<file path="src/rtl/oam_dma_ctrl_if.sv">
// CPU-side and system-bus-side signal bundle for the sprite-DMA arbiter.
// slave is the arbiter's view; master is the CPU/bus environment's view.
interface oam_dma_ctrl_if;
  logic [15:0] cpu_addr;
  logic [7:0]  cpu_wdata;
  logic        cpu_rw;
  logic        cpu_ready;
  logic [15:0] bus_addr;
  logic [7:0]  bus_wdata;
  logic        bus_rw;
  logic [7:0]  bus_rdata;
  logic        dma_busy;
  logic        dma_done;

  modport slave (
    input  cpu_addr,
    input  cpu_wdata,
    input  cpu_rw,
    input  bus_rdata,
    output cpu_ready,
    output bus_addr,
    output bus_wdata,
    output bus_rw,
    output dma_busy,
    output dma_done
  );

  modport master (
    output cpu_addr,
    output cpu_wdata,
    output cpu_rw,
    output bus_rdata,
    input  cpu_ready,
    input  bus_addr,
    input  bus_wdata,
    input  bus_rw,
    input  dma_busy,
    input  dma_done
  );
endinterface

</file>
<file path="src/rtl/oam_dma_ctrl.sv">
// Sprite-DMA sequencer and 6502 bus arbiter: a CPU write to TRIGGER_ADDR stalls the core and
// copies one page to the PPU OAM data port as alternating read/write bus cycles.
module oam_dma_ctrl #(
  parameter logic [15:0] TRIGGER_ADDR = 16'h4014,
  parameter logic [15:0] OAM_ADDR     = 16'h2004,
  parameter int unsigned XFER_LEN     = 256
) (
  input logic           clk,
  input logic           rst_n,
  oam_dma_ctrl_if.slave io_dma
);

  typedef enum logic [2:0] {
    StIdle,
    StHalt,
    StAlign,
    StRead,
    StWrite
  } state_e;

  localparam logic [8:0] LastIdx = 9'(XFER_LEN - 1);

  state_e      r_state, w_state_d;
  logic        r_parity;
  logic [7:0]  r_page, w_page_d;
  logic [8:0]  r_idx, w_idx_d;
  logic [7:0]  r_buffer, w_buffer_d;
  logic        r_cpu_ready, w_cpu_ready_d;
  logic        r_dma_busy, w_dma_busy_d;
  logic        r_dma_done, w_dma_done_d;
  logic        w_trigger;

  assign w_trigger = !io_dma.cpu_rw && (io_dma.cpu_addr == TRIGGER_ADDR);

  always_ff @(posedge clk or negedge rst_n) begin
    if (!rst_n) begin
      r_state     <= StIdle;
      r_parity    <= 1'b0;
      r_page      <= 8'h00;
      r_idx       <= 9'd0;
      r_buffer    <= 8'h00;
      r_cpu_ready <= 1'b1;
      r_dma_busy  <= 1'b0;
      r_dma_done  <= 1'b0;
    end else begin
      r_state     <= w_state_d;
      r_parity    <= ~r_parity;
      r_page      <= w_page_d;
      r_idx       <= w_idx_d;
      r_buffer    <= w_buffer_d;
      r_cpu_ready <= w_cpu_ready_d;
      r_dma_busy  <= w_dma_busy_d;
      r_dma_done  <= w_dma_done_d;
    end
  end

  always_comb begin
    w_state_d        = r_state;
    w_page_d         = r_page;
    w_idx_d          = r_idx;
    w_buffer_d       = r_buffer;
    w_cpu_ready_d    = r_cpu_ready;
    w_dma_busy_d     = r_dma_busy;
    w_dma_done_d     = 1'b0;
    io_dma.bus_addr  = io_dma.cpu_addr;
    io_dma.bus_wdata = io_dma.cpu_wdata;
    io_dma.bus_rw    = io_dma.cpu_rw;

    unique case (r_state)
      StIdle: begin
        // The triggering write itself still reaches the bus through the default mux.
        if (w_trigger) begin
          w_page_d      = io_dma.cpu_wdata;
          w_idx_d       = 9'd0;
          w_state_d     = StHalt;
          w_cpu_ready_d = 1'b0;
          w_dma_busy_d  = 1'b1;
        end
      end
      StHalt: begin
        // Stalled CPU cycle becomes a dummy read; reads must land on parity==0 cycles.
        io_dma.bus_rw = 1'b1;
        w_state_d     = r_parity ? StRead : StAlign;
      end
      StAlign: begin
        io_dma.bus_rw = 1'b1;
        w_state_d     = StRead;
      end
      StRead: begin
        io_dma.bus_addr = {r_page, r_idx[7:0]};
        io_dma.bus_rw   = 1'b1;
        w_buffer_d      = io_dma.bus_rdata;
        w_state_d       = StWrite;
      end
      StWrite: begin
        io_dma.bus_addr  = OAM_ADDR;
        io_dma.bus_wdata = r_buffer;
        io_dma.bus_rw    = 1'b0;
        if (r_idx == LastIdx) begin
          w_state_d     = StIdle;
          w_cpu_ready_d = 1'b1;
          w_dma_busy_d  = 1'b0;
          w_dma_done_d  = 1'b1;
        end else begin
          w_idx_d   = r_idx + 9'd1;
          w_state_d = StRead;
        end
      end
      default: begin
        w_state_d = StIdle;
      end
    endcase
  end

  assign io_dma.cpu_ready = r_cpu_ready;
  assign io_dma.dma_busy  = r_dma_busy;
  assign io_dma.dma_done  = r_dma_done;

endmodule

</file>
<file path="src/flat_wrapper.sv">
// flat-port wrapper written by rule: the top's interface ports become plain ports
module oam_dma_ctrl_flat 
#(
  parameter logic [15:0] TRIGGER_ADDR = 16'h4014,
  parameter logic [15:0] OAM_ADDR     = 16'h2004,
  parameter int unsigned XFER_LEN     = 256
)
  (clk, rst_n, io_dma_cpu_addr, io_dma_cpu_wdata, io_dma_cpu_rw, io_dma_bus_rdata, io_dma_cpu_ready, io_dma_bus_addr, io_dma_bus_wdata, io_dma_bus_rw, io_dma_dma_busy, io_dma_dma_done);
  oam_dma_ctrl_if io_dma_i ();
  input logic clk;
  input logic rst_n;
  input wire logic [$bits(io_dma_i.cpu_addr)-1:0] io_dma_cpu_addr;
  input wire logic [$bits(io_dma_i.cpu_wdata)-1:0] io_dma_cpu_wdata;
  input wire logic [$bits(io_dma_i.cpu_rw)-1:0] io_dma_cpu_rw;
  input wire logic [$bits(io_dma_i.bus_rdata)-1:0] io_dma_bus_rdata;
  output wire logic [$bits(io_dma_i.cpu_ready)-1:0] io_dma_cpu_ready;
  output wire logic [$bits(io_dma_i.bus_addr)-1:0] io_dma_bus_addr;
  output wire logic [$bits(io_dma_i.bus_wdata)-1:0] io_dma_bus_wdata;
  output wire logic [$bits(io_dma_i.bus_rw)-1:0] io_dma_bus_rw;
  output wire logic [$bits(io_dma_i.dma_busy)-1:0] io_dma_dma_busy;
  output wire logic [$bits(io_dma_i.dma_done)-1:0] io_dma_dma_done;
  assign io_dma_i.cpu_addr = io_dma_cpu_addr;
  assign io_dma_i.cpu_wdata = io_dma_cpu_wdata;
  assign io_dma_i.cpu_rw = io_dma_cpu_rw;
  assign io_dma_i.bus_rdata = io_dma_bus_rdata;
  assign io_dma_cpu_ready = io_dma_i.cpu_ready;
  assign io_dma_bus_addr = io_dma_i.bus_addr;
  assign io_dma_bus_wdata = io_dma_i.bus_wdata;
  assign io_dma_bus_rw = io_dma_i.bus_rw;
  assign io_dma_dma_busy = io_dma_i.dma_busy;
  assign io_dma_dma_done = io_dma_i.dma_done;
  oam_dma_ctrl #(.TRIGGER_ADDR(TRIGGER_ADDR), .OAM_ADDR(OAM_ADDR), .XFER_LEN(XFER_LEN)) u_core (.clk(clk), .rst_n(rst_n), .io_dma(io_dma_i));
endmodule
</file>
<file path="config.mk">
export PLATFORM = sky130hd
export DESIGN_NAME = oam_dma_ctrl_flat
export DESIGN_NICKNAME = d
export VERILOG_FILES = /design/src/rtl/oam_dma_ctrl_if.sv /design/src/rtl/oam_dma_ctrl.sv /design/src/flat_wrapper.sv
export SDC_FILE = /design/constraint.sdc
export NUM_CORES = 1
export LEC_CHECK = 0
export CORE_MARGIN = 2
export CORE_UTILIZATION = 50
export CTS_BUF_LIST = sky130_fd_sc_hd__clkbuf_4
export DETAILED_ROUTE_END_ITERATION = 7
export PLACE_DENSITY = 0.95
export SYNTH_ARGS = -nofsm -noshare
export SYNTH_HDL_FRONTEND = slang
export SYNTH_SLANG_ARGS = --single-unit
</file>
<file path="constraint.sdc">
create_clock -name clk -period 5.95 [get_ports clk]
set_input_delay 1.19 -clock clk [delete_from_list [all_inputs] [get_ports clk]]
set_output_delay 1.19 -clock clk [all_outputs]
set_load 0.005 [all_outputs]
</file>
# Word-level counts from Yosys, hierarchy flattened
# Cells that the tools add are included.
# Widths: inputs -> output; s select.
[totals]
ff_bits = 32
latchBits = 0
ramBits = 0
rom_bits = 0
input_bits = 35
out_inout_bits = 28
elab_cells = 45
memories = 0
[op_classes]
n_addsub = 1
mul = 0
div = 0
magnitude_cmp = 0
n_eq_ne = 9
shift = 0
muxes = 18
n_bitwise = 1
reduce_logical = 8
[ops]
columns = ["operator", "n"]
rows = [
  ["$pmux 16 s2", 1],
  ["$mux 9", 2],
  ["$pmux 9 s2", 1],
  ["$eq 16x15->1 const B", 1],
  ["$pmux 3 s5", 1],
  ["$add 9x1->9 const B", 1],
  ["$eq 9x8->1 const B", 1],
  ["$mux 8", 1],
  ["$mux 1", 7],
  ["$eq 3x2->1 const B", 2],
  ["$pmux 1 s2", 3],
  ["$reduce_and 3->1", 2],
  ["$ne 2x1->1 const B", 2],
  ["$eq 3x1->1 const B", 1],
  ["$eq 3x3->1 const B", 1],
  ["$logic_not 3->1", 1],
  ["$mux 3", 1],
  ["$reduce_or 3->1", 1],
  ["$mux 2", 1],
  ["$ne 2x2->1 const B", 1],
  ["$reduce_and 2->1", 1],
  ["$reduce_bool 2->1", 1],
  ["$logic_and 1x1->1", 1],
  ["$logic_not 1->1", 1],
  ["$not 1->1", 1],
]

# Longest topological paths before layout
[depth]
ltp_word = 4
depth_mapped = 9
depth_no_buf = 8

# Least setup slack after synthesis
# OpenSTA, ideal clock, no wires.
[synth_timing]
path_type = "reg-to-output"
startpoint = "reg u_core.r_state[2]"
endpoint = "out io_dma_bus_addr[13]"
arrival_time_ns = 1.452
required_ns = 4.760
path_slack_ns = 3.308
stages_incl_launch_ff = 6
path_buffers = 2
path_cell_list = "dfrtp_1 -> clkbuf_1 -> nor2_1 -> buf_2 -> mux2i_1 -> nand2_1"
[synth_via]
elab_chain_len = 2
elab_cells_between_ends = 3
classes_between = "eq/ne (2); mux (1)"
[synth_lines]
columns = ["item", "line", "source"]
rows = [
  ["start, declared", "oam_dma_ctrl.sv:23", "state_e r_state, w_state_d;"],
  ["start signal, assigned", "oam_dma_ctrl.sv:37", "r_state <= StIdle;"],
  ["start signal, assigned", "oam_dma_ctrl.sv:46", "r_state <= w_state_d;"],
  ["$eq 3x3->1 or $eq 3x2->1 (tied branches)", "oam_dma_ctrl.sv:69", "unique case (r_state)"],
  ["$pmux 16 s2 (*)", "oam_dma_ctrl.sv:69", ""],
  ["end, declared", "flat_wrapper.sv:17", "output wire logic [$bits(io_dma_i.bus_addr)-1:0] io_dma_bus_addr;"],
]
# Every way passes the cells marked *; elsewhere a longest branch is shown, timed or not.

# Worst setup path after layout
[layout_timing]
startpoint = "reg u_core.r_state[0]"
endpoint = "out io_dma_bus_addr[7]"
# Same word-level chain as after synthesis.

==> reports/qor.tcl <==
set qor(drive_above_1_share_pct) 11.4
set qor(layout_cell_area_excl_fill_sq_mm) 0.00249
set qor(postCtsResizedCells) 0
set qor(async_flop_share_pct) 100
set qor(cts_tree) {done}
set qor(num-nets-final) 290
set qor(drv_cap) 0
set qor(required_time_reported_for_the_critical_path_endpoint_ns) 4.76
set qor(fin_worst_skew_ns) 0.00790
set qor(via_count) 1698
set qor(cts_post_setup_buffers_inserted) 0
set qor(hold_path_class) {flip-flop to flip-flop}
set qor(post_synth.cell_area_avg_sq_um) 9.30
set qor(dieArea_sq_mm) 0.00408
set qor(synth.lib_cells_used.distinct) 38
set qor(cts.hold.buffers_added) 0
set qor(max_stage_delay_ns) 0.87
set qor(grt_use_total_pct) 26.9
set qor(postSynthRegisterBits) 32
set qor(antenna_left) 0
set qor(drtPass1Iterations) 4
set qor(areaGrowthSynthToFinish_pct) 38.8
set qor(weighted_congestion_at_the_end_of_routability_driven_global_placement) 0.891
set qor(floorplan.rows) 21
set qor(tightestPinTransition_ns) 1.04
set qor(finalHoldViolCount) 0
set qor(cts_root_buf) {sky130_fd_sc_hd__clkbuf_4}
set qor(yosysWarningCount) 0
set qor(setup-violations-final) 0
set qor(fin_hold_ws_ns) 0.439
set qor(insertedDiodeCount) 0
set qor(cellPowerDensity_mw_per_mm2) 159
set qor(critical-path-slowest-cell) {sky130_fd_sc_hd__nor2_1}
set qor(worst_path_arrival_time_ns) 2.93
set qor(die_span_in_y_um) 63.9
set qor(setup-tns-final_ns) 0
set qor(numPortBuffers) 62
set qor(mappedNetlistArea_sq_mm) 0.00179
set qor(critical_path.max_fanout) 16
set qor(irDropWorstVdd_mv) 0.140
set qor(ys_dominant_reg_cell) {sky130_fd_sc_hd__dfrtp_1}
set qor(place_hpwl_mm) 3.62
set qor(utilization_pct) 73.5
set qor(endpoint_kind) {primary output}
set qor(placed_area_sq_mm) 0.00243
set qor(wirelength_mm) 4.93
set qor(numCtsBuffers) 5
set qor(startpoint_type) {flip-flop}
set qor(worstSetupPathType) {flip-flop to primary output}
set qor(postSynthCellCount) 193
set qor(cts.sinks) 32
set qor(antenna_violations_before_repair) 0
set qor(drc) 0
set qor(cp_cell_sequence) {nor2_1 > and2_1 > nor2_1 > a22o_1 > clkdlybuf4s50_1}
set qor(max_freq_ghz) 0.243
set qor(clk_latency_ns) 0.35
set qor(rsz0062_at_grt) {false}
set qor(relSlewSlack_pct) 30.5
set qor(placeableCoreArea_sq_mm) 0.00339
set qor(floorplan.initialDensity_pct) 52.9
set qor(p_leak_nw) 1.14
set qor(global_route_wire_length_before_repair_mm) 8.35
set qor(layout_min_cycle_time_ns) 4.12
set qor(post_drt_wl_per_cell_um) 16.4
set qor(timing.critical_path.mode_cell) {sky130_fd_sc_hd__nor2_1}
set qor(initialDrtViolationCount) 91
set qor(floorplan.io_pins) 63
set qor(die-width_um) 63.9
set qor(first_global_vias) 1747
set qor(worst_setup_hold_path_clk_slew_ns) 0.09
set qor(clock_path_buffers) 2
set qor(synth.yosys.seq_area_share_pct) 44.7
set qor(slew_viol_final) 0
set qor(largest_net_degree_at_the_start_of_global_routing) 33
set qor(mappedNetlistNets) 230
set qor(ratio_of_routed_vias_to_standard_cells) 5.66
set qor(cts-htree-levels) 2
set qor(timing.final.crit_share_pct) 69.2
set qor(outcome) {complete, no violations}
set qor(synth_enable_flop_cells) 0
set qor(grt-ovfl-total) 0
==> metrics by stage <==
stage	total power, mW	worst slack [ns]	cells
after global placement	0.270	2.29	292
final	0.396	1.83	300
after detailed placement	0.271	2.23	292
after CTS	0.398	1.86	300
after global routing	0.416	1.62	300
after floorplan	0.233	3.31	193
==> logic make-up (layout without fill, tap and decap cells) <==
kind of cell | after synthesis | after routing | synth area share [%]
simple gates | 101 | 101 | 28.0
compound gates | 32 | 32 | 14.5
flops | 32 | 32 | 44.7
buf+inv | 13 | 74 | 3.56
mux | 12 | 12 | 7.39
fa+ha+maj | 2 | 2 | 1.39
xor+xnor | 1 | 1 | 0.488
==> cell type report <==
class / count / area, sq um
Multi-Input combinational cell: 148 / 931
Inverter: 2 / 7.51
Timing Repair Buffer: 64 / 636
Clock buffer: 7 / 52.6
Clock inverter: 1 / 3.75
Sequential cell: 32 / 802
Fill cell: 224 / 900
Tap cell: 46 / 57.6
==> critical path: cells and delay by family, from the launching register on <==
kind | cells | cell delay, ns
buffers and inverters | 1 | 0.51
AOI/OAI and AO/OA | 1 | 0.28
and+or+nand+nor | 3 | 1.33
DFF | 1 | 0.47
==> where the power goes <==
| part | switching [mW] | internal, mW | total, mW |
|---|---|---|---|
| clock network | 0.0746 | 0.0544 | 0.129 |
| logic | 0.0166 | 0.0288 | 0.0455 |
| registers | 0.00140 | 0.220 | 0.221 |
| total | 0.0926 | 0.303 | 0.396 |
==> synth_stat cells, types with 2 or more instances <==
master	number	share of area, %
sky130_fd_sc_hd__nand3_1	5	1.4
sky130_fd_sc_hd__clkbuf_1	6	1.3
sky130_fd_sc_hd__nor2_1	13	2.7
sky130_fd_sc_hd__and3_1	7	2.4
sky130_fd_sc_hd__and2_1	2	0.70
sky130_fd_sc_hd__a2111oi_0	5	2.4
sky130_fd_sc_hd__o21ai_0	2	0.56
sky130_fd_sc_hd__dfrtp_1	31	43
sky130_fd_sc_hd__a21oi_1	2	0.56
sky130_fd_sc_hd__ha_1	2	1.4
sky130_fd_sc_hd__nor2_2	2	0.70
sky130_fd_sc_hd__buf_2	3	0.84
sky130_fd_sc_hd__nor2b_1	2	0.70
sky130_fd_sc_hd__a22o_1	15	7.3
sky130_fd_sc_hd__mux2i_1	2	1.1
sky130_fd_sc_hd__nand2_1	59	12
sky130_fd_sc_hd__mux2_2	9	5.6
sky130_fd_sc_hd__inv_1	2	0.42
sky130_fd_sc_hd__a211o_1	5	2.4
==> final timing paths <==
kind                                               start                             endpoint  slack, ns  cells after the start
setup / recovery           u_core.r_state[0]$_DFFE_PN0N_                   io_dma_bus_addr[7]       1.83                      5
hold / removal                 u_core.r_parity$_DFF_PN0_            u_core.r_parity$_DFF_PN0_       0.44                      1
setup reg to reg             u_core.r_idx[0]$_DFFE_PN0P_          u_core.r_idx[0]$_DFFE_PN0P_       3.68                      8
hold reg to reg                u_core.r_parity$_DFF_PN0_            u_core.r_parity$_DFF_PN0_       0.44                      1
max in group asynchronous                          rst_n  u_core.io_dma.cpu_ready$_DFFE_PN1P_       4.39                      2
min in group asynchronous                          rst_n          u_core.r_idx[1]$_DFFE_PN0P_       1.24                      2
==> registers in the layout, indices dropped and copies added (netlist names) <==
signal	cells
u_core.io_dma.dma_done	1
u_core.r_buffer	8
u_core.io_dma.dma_busy	1
u_core.r_state	3
u_core.io_dma.cpu_ready	1
u_core.r_parity	1
u_core.r_page	8
u_core.r_idx	9
==> layer usage <==
metal / vias up / track usage (%) / share of wire [%]
met5: - / 0 / 0
met4: 0 / 10.6 / 2.1
met3: 9 / 9.86 / 9.1
met2: 80 / 42.7 / 47
met1: 812 / 33.2 / 41
li1: 797 / - / -
==> layout by cell type, fill, tap and decap left out, drive strengths merged, types with 2 or more instances in the layout <==
cell and instances:
a211o 5, dfrtp 31, clkbuf 7, mux2 10, o21ai 3, a21oi 2
or2 3, nand3 5, clkdlybuf4s50 62, buf 2, ha 2, and3 8
a2111oi 5, a22o 15, nor2b 2, nor4 2, and2 2, nor2 15
nand2 59, inv 2, mux2i 2
Note: power is estimated with default switching activity, not from simulation.
